$ cat src/rtl/wu_fetch_if.sv
// Fetch-to-memory read port: registered stall from wu_memory, address and read strobe from wu_fetch.
interface wu_fetch_if #(
  parameter int unsigned ADDR_W = 10
) ();

  logic [ADDR_W-1:0] wuf__wum__addr;
  logic              wuf__wum__read;
  logic              wum__wuf__stall;

  modport master (
    output wuf__wum__addr,
    output wuf__wum__read,
    input  wum__wuf__stall
  );

  modport slave (
    input  wuf__wum__addr,
    input  wuf__wum__read,
    output wum__wuf__stall
  );

endinterface

$ cat src/rtl/wu_fetch.sv
// Work-unit instruction fetch: WU program counter, read issue into wu_memory,
// jump/halt redirects with in-flight tracking so stale reads are flushed and halt drains.
module wu_fetch #(
  parameter int unsigned WUF_MEM_LATENCY              = 3,
  parameter int unsigned WUF_CNT_WIDTH                = 32,
  parameter int unsigned MGR_WU_ADDRESS_WIDTH         = 10,
  parameter int unsigned MGR_INSTRUCTION_MEMORY_DEPTH = 512,
  parameter int unsigned MGR_MGR_ID_WIDTH             = 6
) (
  input  logic                            clk,
  input  logic                            reset_poweron,
  input  logic [MGR_MGR_ID_WIDTH-1:0]     sys__mgr__mgrId,
  input  logic                            sys__wuf__start,
  input  logic [MGR_WU_ADDRESS_WIDTH-1:0] sys__wuf__start_addr,
  wu_fetch_if.master                      wum,
  input  logic                            wud__wuf__jump_valid,
  input  logic [MGR_WU_ADDRESS_WIDTH-1:0] wud__wuf__jump_addr,
  input  logic                            wud__wuf__halt,
  output logic                            wuf__wud__flush,
  output logic                            wuf__sys__busy,
  output logic                            wuf__sys__complete,
  output logic [WUF_CNT_WIDTH-1:0]        wuf__sys__fetch_count
);

  localparam int unsigned AW  = MGR_WU_ADDRESS_WIDTH;
  localparam int unsigned CW  = WUF_CNT_WIDTH;
  localparam int unsigned LAT = WUF_MEM_LATENCY;

  localparam logic [AW-1:0] PC_LAST = AW'(MGR_INSTRUCTION_MEMORY_DEPTH - 1);
  localparam logic [CW-1:0] CNT_MAX = '1;

  localparam logic [2:0] IDLE  = 3'd0;
  localparam logic [2:0] RUN   = 3'd1;
  localparam logic [2:0] FLUSH = 3'd2;
  localparam logic [2:0] DRAIN = 3'd3;
  localparam logic [2:0] DONE  = 3'd4;

  logic [2:0]     state, state_nx;
  logic [AW-1:0]  pc, pc_nx, pc_inc;
  logic [CW-1:0]  cnt, cnt_nx;
  logic [LAT-1:0] infl, infl_nx;
  logic           read_c;
  logic           infl_empty;

  // Stall is already registered by memory, so the read strobe reacts to it in the same cycle.
  always_comb begin
    read_c     = (state == RUN) & ~wum.wum__wuf__stall & ~wud__wuf__jump_valid & ~wud__wuf__halt;
    infl_nx    = LAT'({infl, read_c});
    infl_empty = (infl == '0);
    pc_inc     = (pc == PC_LAST) ? '0 : pc + AW'(1);
  end

  assign wum.wuf__wum__read  = read_c;
  assign wum.wuf__wum__addr  = pc;
  assign wuf__sys__fetch_count = cnt;

  // Next-state and datapath update; halt outranks jump in every state that honours them.
  always_comb begin
    state_nx = state;
    pc_nx    = pc;
    cnt_nx   = cnt;
    case (state)
      IDLE: begin
        if (sys__wuf__start) begin
          pc_nx    = sys__wuf__start_addr;
          cnt_nx   = '0;
          state_nx = RUN;
        end
      end
      RUN: begin
        if (wud__wuf__halt) begin
          state_nx = DRAIN;
        end else if (wud__wuf__jump_valid) begin
          pc_nx    = wud__wuf__jump_addr;
          state_nx = FLUSH;
        end else if (read_c) begin
          pc_nx = pc_inc;
          if (cnt != CNT_MAX) cnt_nx = cnt + CW'(1);
        end
      end
      FLUSH: begin
        if (wud__wuf__halt) begin
          state_nx = DRAIN;
        end else if (wud__wuf__jump_valid) begin
          pc_nx = wud__wuf__jump_addr;
        end else if (infl_empty) begin
          state_nx = RUN;
        end
      end
      DRAIN: begin
        if (infl_empty) state_nx = DONE;
      end
      DONE: begin
        state_nx = IDLE;
      end
      default: begin
        state_nx = IDLE;
      end
    endcase
  end

  // Flush is raised only in cycles where a stale instruction actually lands at decode.
  always_ff @(posedge clk) begin
    if (reset_poweron) begin
      state              <= IDLE;
      pc                 <= '0;
      cnt                <= '0;
      infl               <= '0;
      wuf__wud__flush    <= 1'b0;
      wuf__sys__busy     <= 1'b0;
      wuf__sys__complete <= 1'b0;
    end else begin
      state              <= state_nx;
      pc                 <= pc_nx;
      cnt                <= cnt_nx;
      infl               <= infl_nx;
      wuf__wud__flush    <= ((state_nx == FLUSH) | (state_nx == DRAIN)) & infl_nx[LAT-1];
      wuf__sys__busy     <= (state_nx != IDLE);
      wuf__sys__complete <= (state_nx == DONE);
    end
  end

`ifndef SYNTHESIS
  always_ff @(posedge clk) begin
    if (!reset_poweron && sys__wuf__start && (state != IDLE))
      $display("%m: WARNING mgr %0d start ignored, fetch already busy", sys__mgr__mgrId);
  end
`endif

endmodule

$ cat src/flat_wrapper.sv
// flat-port wrapper written by rule: the top's interface ports become plain ports
module wu_fetch_flat 
#(
  parameter int unsigned WUF_MEM_LATENCY              = 3,
  parameter int unsigned WUF_CNT_WIDTH                = 32,
  parameter int unsigned MGR_WU_ADDRESS_WIDTH         = 10,
  parameter int unsigned MGR_INSTRUCTION_MEMORY_DEPTH = 512,
  parameter int unsigned MGR_MGR_ID_WIDTH             = 6
)
  (clk, reset_poweron, sys__mgr__mgrId, sys__wuf__start, sys__wuf__start_addr, wud__wuf__jump_valid, wud__wuf__jump_addr, wud__wuf__halt, wuf__wud__flush, wuf__sys__busy, wuf__sys__complete, wuf__sys__fetch_count, wum_wuf__wum__addr, wum_wuf__wum__read, wum_wum__wuf__stall);
  wu_fetch_if #(.ADDR_W((10))) wum_i ();
  input  logic clk;
  input  logic reset_poweron;
  input  logic [MGR_MGR_ID_WIDTH-1:0] sys__mgr__mgrId;
  input  logic sys__wuf__start;
  input  logic [MGR_WU_ADDRESS_WIDTH-1:0] sys__wuf__start_addr;
  input  logic wud__wuf__jump_valid;
  input  logic [MGR_WU_ADDRESS_WIDTH-1:0] wud__wuf__jump_addr;
  input  logic wud__wuf__halt;
  output logic wuf__wud__flush;
  output logic wuf__sys__busy;
  output logic wuf__sys__complete;
  output logic [WUF_CNT_WIDTH-1:0] wuf__sys__fetch_count;
  output wire logic [$bits(wum_i.wuf__wum__addr)-1:0] wum_wuf__wum__addr;
  output wire logic [$bits(wum_i.wuf__wum__read)-1:0] wum_wuf__wum__read;
  input wire logic [$bits(wum_i.wum__wuf__stall)-1:0] wum_wum__wuf__stall;
  assign wum_wuf__wum__addr = wum_i.wuf__wum__addr;
  assign wum_wuf__wum__read = wum_i.wuf__wum__read;
  assign wum_i.wum__wuf__stall = wum_wum__wuf__stall;
  wu_fetch #(.WUF_MEM_LATENCY(WUF_MEM_LATENCY), .WUF_CNT_WIDTH(WUF_CNT_WIDTH), .MGR_WU_ADDRESS_WIDTH(MGR_WU_ADDRESS_WIDTH), .MGR_INSTRUCTION_MEMORY_DEPTH(MGR_INSTRUCTION_MEMORY_DEPTH), .MGR_MGR_ID_WIDTH(MGR_MGR_ID_WIDTH)) u_core (.clk(clk), .reset_poweron(reset_poweron), .sys__mgr__mgrId(sys__mgr__mgrId), .sys__wuf__start(sys__wuf__start), .sys__wuf__start_addr(sys__wuf__start_addr), .wum(wum_i), .wud__wuf__jump_valid(wud__wuf__jump_valid), .wud__wuf__jump_addr(wud__wuf__jump_addr), .wud__wuf__halt(wud__wuf__halt), .wuf__wud__flush(wuf__wud__flush), .wuf__sys__busy(wuf__sys__busy), .wuf__sys__complete(wuf__sys__complete), .wuf__sys__fetch_count(wuf__sys__fetch_count));
endmodule
$ cat config.mk
export PLATFORM = sky130hd
export DESIGN_NAME = wu_fetch_flat
export DESIGN_NICKNAME = d
export VERILOG_FILES = /design/src/rtl/wu_fetch_if.sv /design/src/rtl/wu_fetch.sv /design/src/flat_wrapper.sv
export SDC_FILE = /design/constraint.sdc
export NUM_CORES = 1
export LEC_CHECK = 0
export BUFFER_PORTS_ARGS = -buffer_cell sky130_fd_sc_hd__buf_4
export CAP_MARGIN = 0
export CORE_UTILIZATION = 40
export CTS_CLUSTER_DIAMETER = 120
export CTS_CLUSTER_SIZE = 25
export DETAILED_ROUTE_END_ITERATION = 8
export GPL_ROUTABILITY_DRIVEN = 1
export GPL_TIMING_DRIVEN = 0
export SLEW_MARGIN = 30
export SYNTH_ARGS = -nofsm -noshare
export SYNTH_HDL_FRONTEND = slang
export SYNTH_SLANG_ARGS = --single-unit
$ cat constraint.sdc
create_clock -name clk -period 2.95 [get_ports clk]
set_input_delay 0 -clock clk [delete_from_list [all_inputs] [get_ports clk]]
set_output_delay 0 -clock clk [all_outputs]
set_load 0.02 [all_outputs]
After elaboration in Yosys (flattened, before gate mapping)
Index checks and enable logic that the tools add are counted.
{"block": "op_classes", "n_addsub": 2, "eq_ne": 16, "n_mux": 22, "bitwise": 8, "reduce_logical": 7}
{"op": "$mux W32", "n": 5}
{"op": "$mux W10", "n": 7}
{"op": "$pmux W32 S2", "n": 1}
{"op": "$add A32 B1 Y32 const B", "n": 1}
{"op": "$ne A32 B32 Y1 const B", "n": 1}
{"op": "$pmux W10 S3", "n": 1}
{"op": "$mux W3", "n": 7}
{"op": "$ne A2 B2 Y1 const B", "n": 7}
{"op": "$eq A3 B2 Y1 const B", "n": 4}
{"op": "$pmux W3 S4", "n": 1}
{"op": "$reduce_and A6 Y1", "n": 2}
{"op": "$add A10 B1 Y10 const B", "n": 1}
{"op": "$eq A10 B9 Y1 const B", "n": 1}
{"op": "$logic_not A3 Y1", "n": 2}
{"op": "$reduce_bool A3 Y1", "n": 2}
{"op": "$and A1 B1 Y1", "n": 4}
{"op": "$eq A3 B1 Y1 const B", "n": 1}
{"op": "$eq A3 B3 Y1 const B", "n": 1}
{"op": "$ne A3 B3 Y1 const B", "n": 1}
{"op": "$not A1 Y1", "n": 3}
{"op": "$reduce_bool A2 Y1", "n": 1}
{"op": "$or A1 B1 Y1", "n": 1}
{"block": "word_totals", "reg_bits": 51, "inputBits": 32, "output_inout_bits": 46, "word_cells": 62}

Depth between registers and ports, before layout
Gate-level depths: netlist of the first run.
{"block": "depth", "word_depth": 8, "mapped_depth": 11, "ltp_nobuf": 7}

Worst setup path after synthesis of the first run
Ideal clock, no wire load.
{"block": "synth_path", "path_type": "reg-to-reg", "startpoint": "register u_core.state[2]", "endpoint": "register u_core.cnt[31] (netlist: u_core.wuf__sys__fetch_count[31])", "setup_time_ns": 0.070, "t_arrival_ns": 2.316, "required_ns": 2.880, "path_slack_ns": 0.563, "path_stages_with_launch": 10, "n_path_buf": 3, "synth_period_minus_slack_ns": 2.387, "cell_sequence": "dfxtp_1 -> buf_6 -> or4b_4 -> buf_6 -> or3_4 -> clkinv_2 -> buf_8 -> a21oi_4 -> or4_1 -> a21oi_1"}
{"block": "synth_via", "elab_chain_len": 6, "word_cells_on_any_way": 13}
{"element": "start, declared", "line": "wu_fetch.sv:38", "source": "logic [2:0] state, state_nx;"}
{"element": "start signal, assigned", "line": "wu_fetch.sv:113", "source": "state <= state_nx;"}
{"element": "$eq A3 B1 Y1", "line": "wu_fetch.sv:47", "source": "read_c = (state == RUN) & ~wum.wum__wuf__stall & ~wud__wuf__jump_valid & ~wud__wuf__halt;"}
{"element": "$and A1 B1 Y1 (3 in series)", "line": "wu_fetch.sv:47"}
{"element": "net wum_wuf__wum__read", "line": "flat_wrapper.sv:25", "source": "output wire logic [$bits(wum_i.wuf__wum__read)-1:0] wum_wuf__wum__read;"}
{"element": "$ne A2 B2 Y1 (no source line)"}
{"element": "$reduce_and A6 Y1 (no source line)"}
{"element": "end signal, assigned", "line": "wu_fetch.sv:115", "source": "cnt <= cnt_nx;"}
{"element": "end, declared", "line": "wu_fetch.sv:40", "source": "logic [CW-1:0] cnt, cnt_nx;"}
The timed path passes the listed nets, and every way through them passes these cells.
A chain may end at the register's enable or synchronous reset.

Worst setup path after layout of the first run
{"block": "layout_path", "startpoint": "register u_core.cnt[3] (netlist: u_core.wuf__sys__fetch_count[3])", "endpoint": "register u_core.cnt[23] (netlist: u_core.wuf__sys__fetch_count[23])"}
{"block": "layout_via", "elab_chain_len": 6, "word_cells_on_any_way": 9}
{"element": "$add A32 B1 Y32", "line": "wu_fetch.sv:78", "source": "if (cnt != CNT_MAX) cnt_nx = cnt + CW'(1);"}
{"element": "$mux W32", "line": "wu_fetch.sv:78"}
{"element": "$mux W32", "line": "wu_fetch.sv:76", "source": "end else if (read_c) begin"}
{"element": "$mux W32", "line": "wu_fetch.sv:73", "source": "end else if (wud__wuf__jump_valid) begin"}
{"element": "$mux W32", "line": "wu_fetch.sv:71", "source": "if (wud__wuf__halt) begin"}
{"element": "$pmux W32 S2", "line": "wu_fetch.sv:62", "source": "case (state)"}
Several ways; a longest one is shown, not always the timed one. The select of a mux whose other input is x is not followed.

==> results of run 1 <==
[timing repair]
item                                   CTS  global route
setup buffers                            1             0
hold buffers                             1             0
endpoints found under the hold margin    1             0
setup endpoints to repair                8             0
[stage by stage]
step           setup slack, ps  area, um2  setup TNS [ps]  hold WS [ps]  cells
2_1_floorplan              563       2670               0           204    327
3_3_place_gp             -7.06       3290           -7.06           338    474
3_5_place_dp             -42.8       3290           -84.5           332    474
4_1_cts                    310       3430               0          42.2    484
5_1_grt                   42.8       3430               0          55.5    484
6_report                   303       3430               0          52.1    484
[cell type report]
class | count | area (um2)
buffer | 17 | 98.8
clock buffer | 6 | 82.6
clock inverter | 2 | 35.0
fill | 609 | 2960
inverter | 4 | 16.3
multi-input combinational | 255 | 1530
sequential | 51 | 1020
tap | 77 | 96.3
timing repair buffer | 72 | 543
[power by group]
| group | total (mW) | switching, mW | leakage (nW) | internal, mW |
|---|---|---|---|---|
| clock | 0.519 | 0.244 | 0.0612 | 0.275 |
| combinational | 0.313 | 0.186 | 0.801 | 0.127 |
| sequential | 0.745 | 0.0310 | 0.413 | 0.714 |
| total | 1.58 | 0.461 | 1.28 | 1.12 |
[cells by family (layout without fill, tap and decap cells)]
family / count (synthesis) / count (layout) / synth area share, %
xor gates and xnor gates: 11 / 11 / 3.61
DFF: 51 / 51 / 38.2
and+or+nand+nor: 155 / 155 / 32.2
buffers and inverters: 21 / 101 / 4.31
adders and majority gates: 2 / 2 / 0.937
AOI/OAI and AO/OA: 87 / 87 / 20.7
[critical path, cell delays in order, from the launching register on]
cell	delay (ps)
dfxtp_1	470
nand4_1	250
nor3_2	550
nand4_1	300
a21oi_4	330
buf_6	180
buf_2	240
nor3_1	80
o21a_1	160
[worst paths after layout]
check	cells after the start	slack, ps	end	start
worst max-delay path	8	300	u_core.wuf__sys__fetch_count[23]	u_core.wuf__sys__fetch_count[3]
worst min-delay path	5	50	u_core.wum.wuf__wum__addr[4]	wud__wuf__jump_addr[4]
worst max register to register	8	300	u_core.wuf__sys__fetch_count[23]	u_core.wuf__sys__fetch_count[3]
worst min register to register	2	500	u_core.wuf__sys__fetch_count[31]	u_core.wuf__sys__fetch_count[31]
[flip-flops by register name (all words and copies together) (netlist names)]
signal                        flops
u_core.wuf__sys__complete         1
u_core.wuf__sys__busy             1
u_core.infl                       3
u_core.wuf__sys__fetch_count     32
u_core.state                      3
u_core.wum.wuf__wum__addr        10
u_core.wuf__wud__flush            1
[per-layer routing]
layer  part of all wire [%]  vias up  global-route usage [%]
met2                     49       87                    35.6
met3                    4.5        8                    3.36
met4                    1.0        0                    6.16
li1                       -     1388                       -
met5                      0        -                       0
met1                     46     1337                    28.0
[cell usage in the layout, fill, tap and decap left out, drive strengths merged, types with 2 or more instances in the layout]
master and count:
buf 77, dfxtp 51, nor2 33, a21oi 32, nand2 22, o21ai 21, clkbuf 17, nand4 15
nand3 14, or3 14, or4 10, nor3 9, xor2 8, o31ai 8, and4 6, and3 6
and2 5, nand2b 5, a22oi 5, nor2b 4, nor3b 4, inv 3, xnor2 3, a222oi 3
a211oi 3, a221oi 3, clkinv 2, nor4 2, nor4b 2, nand3b 2, a311oi 2, a21o 2
o21a 2, ha 2
==> summary.txt, run 1 <==
Clocking
  – TritonCTS Sinks: 51
  – CTS Buffer Depth: 2
  – Total CTS buffers: 5
  – H-tree levels: 2
  – Post-CTS resize count: 0
  – Reg clk slew, reported paths: 100 ps
  – Clk_lat worst skew: 300 ps
  – CTS tree: yes
  – Root Buffer: clkbuf_8

Logic synthesis
  – Leading area contributor after synthesis: dfxtp_1
  – Primary FF master, synth: dfxtp_1
  – Most frequent cell after synthesis: dfxtp_1
  – Mapped cell area: 2670 um2
  – Ys Warns: 0
  – Synth async-reset ratio: 0%
  – Post-synthesis sequential area ratio: 38.2%
  – Gate Count Post-Synth: 327
  – Synth top area cells: dfxtp_1, a21oi_1, nor2_1, o21ai_0, nand4_1
  – EDFF count, synth: 0
  – Most frequent cells after synthesis: dfxtp_1, nor2_1, a21oi_1, nand2_1, o21ai_0
  – Netlist cell types: 48
  – Synthesized Nets: 361
  – Flops & latches, synth: 51
  – Syn Area/Cell: 8.17 um2
  – Share of the synthesized area in the top cell type: 38.2%

Detailed routing
  – Initial detailed-routing violation count: 159
  – Total Wirelength: 7.42 mm
  – Via/cell ratio: 5.83
  – First-pass iteration count of the detailed router: 4
  – Vias after detailed routing: 2820
  – Drt drc: 0
  – Drt wl/cell: 15.3 um
  – Post-DRT Antenna Nets: 0

Global routing
  – Pin count of the biggest net entering global routing: 16
  – Antenna violations before repair: 0
  – Total GRT Usage: 21.2%
  – GRT overflow: 0
  – First-pass GRT wire length: 12.1 mm
  – Number of global-route vias before repair: 2504

Placed design
  – Gp weighted congestion: 0.819
  – Dpl hpwl: 5.38 mm
  – I/O Buffers: 70

Worst setup path
  – Crit Path Class: reg2reg
  – Worst setup SP type: register
  – Worst path required time: 3160 ps
  – Worst-path maximum fanout: 10
  – Arrival @ worst endpoint: 2860 ps
  – Critical Path Sink Type: register

Timing
  – RSZ-0062 raised after global routing: no
  – Final setup vio count: 0
  – Tightest Pin Transition: 933 ps
  – Final min period: 2650 ps
  – Max-slew violation count: 0
  – Skew final: 6.82 ps
  – Fin crit share: 89.7%
  – Fmax: 0.378 GHz
  – Max-slew headroom: 37.3%
  – Final Hold Vio Count: 0

Die
  – Core area: 6390 um2
  – Core Rows: 29
  – Die W: 83.7 um
  – Die Y-Extent: 83.7 um
  – DIE AREA: 7010 um2
  – Initial core utilization: 41.8%
  – Boundary pin count: 78

Run status
  – Status: completed

Layout
  – Share of cells above drive strength 1: 22.4%
  – Layout area overhead: 28.4%
  – Layout Utilization: 53.7%
  – Nets: 440
  – Ant. Diodes: 0

Power and ir drop
  – Worst VDD drop: 0.201 mV
  – Pwr dens: 460 nW/um2
  – Pwr Total: 1.58 mW
  – Lkg Pwr: 1.28 nW

Min path
  – Hold crit path type: in2reg

Run
  – Max-cap violations: 0
Power figures use the tool's default switching activity.
==> inputs of run 2 (changes only) <==
--- a/config.mk
+++ b/config.mk
@@ -13,6 +13,7 @@
 export DETAILED_ROUTE_END_ITERATION = 8
 export GPL_ROUTABILITY_DRIVEN = 1
 export GPL_TIMING_DRIVEN = 0
+export REMOVE_ABC_BUFFERS = 1
 export SLEW_MARGIN = 30
 export SYNTH_ARGS = -nofsm -noshare
 export SYNTH_HDL_FRONTEND = slang
==> run 2 against run 1 <==
Against the previous run:
- hold slack got worse by 38 ps
- count of clock-buffer cells in the layout increased by 1
- total power decreased by 5.5%
- register-to-register slack got worse by 60 ps
- sequential share of layout area increased by 0.74 points
- sequential power increased by 0.9%
- wire length decreased by 6.7%
- critical path depth decreased by 2
- largest cell class unchanged
- die area unchanged
- via count decreased by 3.5%
- fmax decreased by 2.2%
==> summary.txt, run 2 (same netlist as run 1, synthesis figures left out) <==
Layout
  – Most common cell after layout, fill and taps aside: buf_4
  – Most frequent cells in the layout: buf_4, dfxtp_1, nor2_1
  – Ant. Diodes: 0 (unchanged)
  – Max reg flops: 32 (unchanged)
  – Design area: 3350 um2 (-2.3%)
  – Finished Layout Cells: 469 (-3.1%)
  – Layout Utilization: 52.4% (-1.2 points)
  – Share of cells above drive strength 1: 23.7% (+1.4 points)
  – Layout area overhead: 25.4%
  – Nets: 425 (-3.4%)
  – FILL cells: 650 (+6.7%)

Die
  – DIE AREA: 7010 um2 (unchanged)
  – Boundary pin count: 78 (unchanged)
  – Die W: 83.7 um (unchanged)
  – Die Y-Extent: 83.7 um (unchanged)
  – Core area: 6390 um2 (unchanged)
  – Initial core utilization: 41.8% (unchanged)
  – Core Rows: 29 (unchanged)

Global routing
  – Antenna violations before repair: 0 (unchanged)
  – Number of global-route vias before repair: 2499 (-0.20%)
  – Total GRT Usage: 20.0% (-1.2 points)
  – GRT overflow: 0 (unchanged)
  – Pin count of the biggest net entering global routing: 30 (+14)
  – First-pass GRT wire length: 11.6 mm (-4.5%)

Worst setup path
  – Reg2Reg Setup Slack: 240 ps (-60 ps)
  – Worst-path maximum fanout: 15 (+5)
  – Critical Path Stages: 6 (-2)
  – Top cell family by delay on the critical path: simple AND/OR/NAND/NOR gates
  – Worst path required time: 3180 ps (+20 ps)
  – Worst setup SP type: register
  – Worst-case reg-to-reg path depth: 6 (-2)
  – CP Buf/Inv Count: 1 (-1)
  – Arrival @ worst endpoint: 2940 ps (+80 ps)
  – Worst Setup EP: u_core.wuf__sys__fetch_count[14]
  – CP max-delay cell: or4b_4
  – Critical Path Sink Type: register
  – CP Cell Sequence: or4b_4 -> or3_4 -> clkinv_2 -> a21oi_2 -> or4_1 -> a21oi_1
  – R2r endpoint: u_core.wuf__sys__fetch_count[14]
  – CP peak stage delay: 680 ps (+130 ps)
  – Crit Path Class: reg2reg
  – Crit Reg-Reg Startpoint: u_core.state[1]
  – Setup crit start: u_core.state[1]

Clocking
  – TritonCTS Sinks: 51 (unchanged)
  – CTS tree: yes
  – Root Buffer: clkbuf_8
  – H-tree levels: 2 (unchanged)
  – Cts hold-fix bufs: 0 (-1)
  – Clk_lat worst skew: 310 ps (about the same)
  – Total CTS buffers: 5 (unchanged)
  – Reg clk slew, reported paths: 90 ps (about the same)
  – CTS Buffer Depth: 2 (unchanged)

Power and ir drop
  – Lkg Pwr: 1.23 nW (-3.5%)
  – Pwr Total: 1.49 mW (-5.5%)
  – Worst VDD drop: 0.261 mV (+30%)
  – Pwr dens: 445 nW/um2 (-3.3%)

Detailed routing
  – Vias after detailed routing: 2720 (-3.5%)
  – Drt drc: 0 (unchanged)
  – M1 wire length: 3.34 mm (-1.4%)
  – Highest routing layer actually used: met4
  – Post-DRT Antenna Nets: 0 (unchanged)
  – Routed wl met3: 291 um (-13%)
  – Metal2 WL: 3.21 mm (-11%)
  – Total Wirelength: 6.92 mm (-6.7%)
  – Initial detailed-routing violation count: 84 (-47%)
  – Via/cell ratio: 5.80 (-0.46%)
  – First-pass iteration count of the detailed router: 5 (+1)
  – Drt wl/cell: 14.7 um (-3.8%)

Timing
  – Final Hold Vio Count: 0 (unchanged)
  – RSZ-0062 raised after global routing: no
  – Final min period: 2710 ps (+60.1 ps)
  – Max-slew headroom: 39.2% (+1.8 points)
  – Tightest Pin Transition: 905 ps (-27.2 ps)
  – WHS: 14.2 ps (-37.8 ps)
  – Final setup vio count: 0 (unchanged)
  – Max-slew violation count: 0 (unchanged)
  – Worst setup margin: 243 ps (-60.1 ps)
  – Sum Neg Setup Slack: 0 ps (unchanged)
  – Skew final: 13.4 ps (+6.59 ps)
  – Fmax: 0.369 GHz (-2.2%)
  – Fin crit share: 91.8% (+2.0 points)

Placed design
  – Post-placement cell count: 458 (-3.4%)
  – Dpl hpwl: 4.82 mm (-10%)
  – I/O Buffers: 71 (+1.4%)
  – Placed Instance Area: 3200 um2 (-2.7%)
  – Pre-CTS setup slack: 102 ps (+145 ps)
  – Gp weighted congestion: 0.780 (-4.8%)

Min path
  – Hold crit path type: in2reg

Run
  – Max-cap violations: 0 (unchanged)

Run status
  – Status: completed
run 2: cell types whose count changed in the layout (fill, tap and decap cells not counted), sizes merged:
cell,delta
clkinvlp,+1
buf,-4
clkinv,-1
dlygate4sd3,-1
bufinv,-1
a21oi,+1
clkbuf,-10
run 2: what timing repair did:
item,CTS,global route
setup endpoints to repair,0,15
gates resized for setup,0,3
buffers inserted,0,2
run 2: cell type report:
class                           instances  area [um2]  share of cell area, %
Multi-Input combinational cell        256        1560                   46.6
Sequential cell                        51        1020                   30.5
Timing Repair Buffer                   73         548                   16.4
Clock buffer                            7        96.3                   2.88
Tap cell                               77        96.3                   2.88
Inverter                                4        16.3                  0.486
Clock inverter                          1        7.51                  0.224
run 2: worst min-delay path by stage:
stage / start / endpoint / slack [ps] / depth (start not counted)
4_1_cts: wum_wum__wuf__stall / u_core.infl[0] / 8 / 3
6_report: reset_poweron / u_core.wuf__sys__fetch_count[0] / 10 / 2
2_1_floorplan: reset_poweron / u_core.wuf__sys__fetch_count[0] / 70 / 1
3_5_place_dp: reset_poweron / u_core.wum.wuf__wum__addr[5] / 340 / 2
5_1_grt: wum_wum__wuf__stall / u_core.infl[0] / 20 / 3
3_3_place_gp: reset_poweron / u_core.wum.wuf__wum__addr[4] / 330 / 2
run 2: routing by layer:
layer | vias to the layer above | GRT usage [%]
met3 | 8 | 4.25
met4 | 0 | 4.78
met5 | - | 0
li1 | 1359 | -
met1 | 1283 | 25.5
met2 | 70 | 34.3
run 2: worst reg2reg max path: stages, from the launching register on:
cell      delay (ps)
dfxtp_1          450
or4b_4           680
or3_4            420
clkinv_2         200
a21oi_2          190
or4_1            570
a21oi_1          140
run 2: power by group:
group	leakage [nW]	switching (mW)	internal (mW)
Sequential	0.413	0.0382	0.714
Clock	0.0505	0.237	0.214
Combinational	0.767	0.171	0.117
==> inputs of run 3 (changes only) <==
--- a/config.mk
+++ b/config.mk
@@ -5,8 +5,10 @@
 export SDC_FILE = /design/constraint.sdc
 export NUM_CORES = 1
 export LEC_CHECK = 0
+export ABC_AREA = 1
 export BUFFER_PORTS_ARGS = -buffer_cell sky130_fd_sc_hd__buf_4
 export CAP_MARGIN = 0
+export CORE_ASPECT_RATIO = 1.1
 export CORE_UTILIZATION = 40
 export CTS_CLUSTER_DIAMETER = 120
 export CTS_CLUSTER_SIZE = 25
==> run 3 against run 2 <==
Against the previous run:
- hold slack better by 0.74 ps
- critical endpoint is now u_core.wuf__sys__fetch_count[25]
- cell count grew 61%
- first-iteration DRC count increased by 76%
- fmax is 6.4% higher
- total power grew 21%
==> summary.txt, run 3 <==
Clocking
  – TritonCTS Sinks: 51 (unchanged)
  – Clk_lat worst skew: 310 ps (about the same)
  – Post-CTS resize count: 0 (unchanged)
  – CTS Buffer Depth: 2 (unchanged)
  – Cts hold-fix bufs: 0 (unchanged)
  – Post-CTS setup buffers: 0 (unchanged)
  – Reg clk slew, reported paths: 100 ps (about the same)
  – H-tree levels: 2 (unchanged)
  – CTS tree: yes
  – Total CTS buffers: 5 (unchanged)
  – Root Buffer: clkbuf_8

Die
  – Initial core utilization: 41.4% (-0.44 points)
  – Core Rows: 35 (+21%)
  – DIE AREA: 9070 um2 (+30%)
  – Die W: 90.9 um (+8.6%)
  – Boundary pin count: 78 (unchanged)
  – Core area: 8410 um2 (+32%)
  – Die Y-Extent: 99.8 um (+19%)

Layout
  – Layout area overhead: 19.4%
  – Nets: 679 (+60%)
  – Ant. Diodes: 0 (unchanged)
  – Share of cells above drive strength 1: 16.1% (-7.6 points)
  – Most frequent cells in the layout: nand2_1, nor2_1, buf_4
  – Most common cell after layout, fill and taps aside: nand2_1
  – Max reg flops: 32 (unchanged)
  – Layout Utilization: 49.4% (-3.0 points)
  – FILL cells: 961 (+48%)

Global routing
  – GRT overflow: 0 (unchanged)
  – Gr busiest metal: met2
  – Total GRT Usage: 21.7% (+1.7 points)
  – Antenna violations before repair: 0 (unchanged)
  – Number of global-route vias before repair: 3389 (+36%)
  – Pin count of the biggest net entering global routing: 36 (+20%)
  – Routing usage on met2: 41.6% (+7.3 points)
  – Met1 Use GR: 24.7% (-0.86 points)
  – First-pass GRT wire length: 16.0 mm (+38%)
  – Met3 Usage GRT: 3.48% (-0.77 points)

Power and ir drop
  – Clk pwr share: 26.9% (-3.3 points)
  – Pwr dens: 434 nW/um2 (-2.6%)
  – Worst VDD drop: 0.280 mV (+7.0%)
  – Lkg Pwr: 1.60 nW (+30%)
  – Switching share of power: 35.8% (+5.9 points)
  – Psw: 645 uW (+45%)
  – Logic gate share of total power: 29.9% (+11 points)
  – Flop pwr share: 43.2% (-7.3 points)
  – Internal power: 1.16 mW (+11%)

Min path
  – Hold crit path type: in2reg

Detailed routing
  – Initial detailed-routing violation count: 148 (+76%)
  – Total Wirelength: 9.56 mm (+38%)
  – Post-DRT Antenna Nets: 0 (unchanged)
  – Drt drc: 0 (unchanged)
  – First-pass iteration count of the detailed router: 4 (-1)
  – Drt wl/cell: 12.6 um (-14%)
  – Vias after detailed routing: 3696 (+36%)
  – Via/cell ratio: 4.89 (-16%)

Timing
  – Max-slew violation count: 0 (unchanged)
  – Final min period: 2540 ps (-164 ps)
  – Final setup vio count: 0 (unchanged)
  – Fin crit share: 86.2% (-5.5 points)
  – Max-slew headroom: 51.7% (+13 points)
  – Skew final: 9.22 ps (-4.19 ps)
  – Sum Neg Setup Slack: 0 ps (unchanged)
  – RSZ-0062 raised after global routing: no
  – Final Hold Vio Count: 0 (unchanged)
  – Tightest Pin Transition: 721 ps (-184 ps)
  – Fmax: 0.393 GHz (+6.4%)

Logic synthesis
  – Netlist cell types: 33 (-31%)
  – Post-synthesis sequential area ratio: 29.4% (-8.9 points)
  – Mapped cell area: 3480 um2 (+30%)
  – Syn Area/Cell: 5.99 um2 (-27%)
  – Synth top area cells: dfxtp_1, nand2_1, nor2_1, inv_1, a21oi_1
  – Leading area contributor after synthesis: dfxtp_1
  – Share of the synthesized area in the top cell type: 29.4% (-8.9 points)
  – Flops & latches, synth: 51 (unchanged)
  – Gate Count Post-Synth: 581 (+78%)
  – Primary FF master, synth: dfxtp_1
  – Most frequent cell after synthesis: nand2_1
  – Synth async-reset ratio: 0% (unchanged)
  – Ys Warns: 0 (unchanged)
  – Most frequent cells after synthesis: nand2_1, nor2_1, dfxtp_1, inv_1, a21oi_1
  – EDFF count, synth: 0 (unchanged)

Worst setup path
  – Worst-path maximum fanout: 33 (+18)
  – Cell mode on critical path: nand3_4
  – Crit Path Class: reg2reg
  – Critical Path Sink Type: register
  – CP Cell Sequence: nor2_2 -> nand2_2 -> nor2_8 -> nand3_4 -> nand2_4 -> nand3_4 -> inv_4 -> nand2_1 -> a21oi_1
  – Worst setup SP type: register
  – CP peak stage delay: 420 ps (-260 ps)
  – CP max-delay cell: nand2_2
  – Worst path required time: 3190 ps (about the same)
  – Arrival @ worst endpoint: 2780 ps (-160 ps)

Placed design
  – Gp weighted congestion: 0.884 (+13%)
  – I/O Buffers: 71 (unchanged)
  – Dpl hpwl: 7.32 mm (+52%)

Run
  – Max-cap violations: 0 (unchanged)

Run status
  – Status: completed
[run 3: cell types whose count changed after synthesis, moves of 8 or more]
cell / previous run / this run
inv_1: 3 / 50
nand2_1: 22 / 200
nand3_1: 14 / 31
nor2_1: 33 / 109
o21ai_0: 21 / 8
o21ai_1: 0 / 8
o31ai_1: 8 / 0
or3_1: 13 / 0
or4_1: 10 / 0
[run 3: metrics by stage]
step / total power, mW / hold WS [ps] / instance area, um2 / instances / setup WS, ps
after CTS: 1.83 / 11.4 / 4150 / 756 / 327
after detailed placement: 1.34 / 335 / 4050 / 749 / 358
after floorplan: 1.14 / 69.1 / 3380 / 567 / 992
after global placement: 1.34 / 334 / 4050 / 749 / 389
after global routing: 1.90 / 7.18 / 4150 / 756 / 101
final: 1.80 / 15.0 / 4150 / 756 / 407
[run 3: metal layers]
| layer | vias to the layer above | wire, um | share of wire [%] |
|---|---|---|---|
| li1 | 1962 | - | - |
| met4 | 0 | 138 | 1.4 |
| met5 | - | 0 | 0 |
| met1 | 1607 | 4050 | 42 |
| met2 | 114 | 4910 | 51 |
| met3 | 13 | 458 | 4.8 |
[run 3: final cells by class]
class	count	area [um2]	share of cell area, %
multi-input cells	460	2150	51.7
flip-flops and latches	51	1020	24.6
repair buffers	71	533	12.8
inverters	56	213	5.12
well taps	111	139	3.34
clock buffers	6	72.6	1.75
clock inverters	1	30.0	0.723
[run 3: final timing paths]
check | slack, ps | to | cells after the start | startpoint
max reg2reg | 410 | u_core.wuf__sys__fetch_count[25] | 9 | u_core.state[2]
min | 10 | u_core.wum.wuf__wum__addr[5] | 4 | wud__wuf__jump_addr[5]
max | 410 | u_core.wuf__sys__fetch_count[25] | 9 | u_core.state[2]
min reg2reg | 450 | u_core.infl[2] | 2 | u_core.infl[1]
[run 3: critical path: cells and delay by family, from the launching register on]
kind,cells,cell delay (ps)
AND/OR/NAND/NOR,7,1610
buffers and inverters,1,360
flip-flops,1,340
AO/OA/AOI/OAI,1,130
[run 3: cells by family (layout without fill, tap and decap cells)]
logic type / count (synthesis) / in the layout / synth area share, %
buf+inv: 70 / 134 / 8.96
fa+ha+maj: 2 / 2 / 0.719
flops: 51 / 51 / 29.4
compound gates: 64 / 64 / 10.7
simple gates: 383 / 383 / 47.5
xor+xnor: 11 / 11 / 2.77
[run 3: power by group through the flow]
stage               combinational (mW)  clock (mW)  sequential [mW]
floorplan                        0.312           0            0.828
global placement                 0.540           0            0.796
detailed placement               0.546           0            0.794
CTS                              0.547       0.503            0.779
global route                     0.592       0.526            0.787
finish                           0.539       0.484            0.779
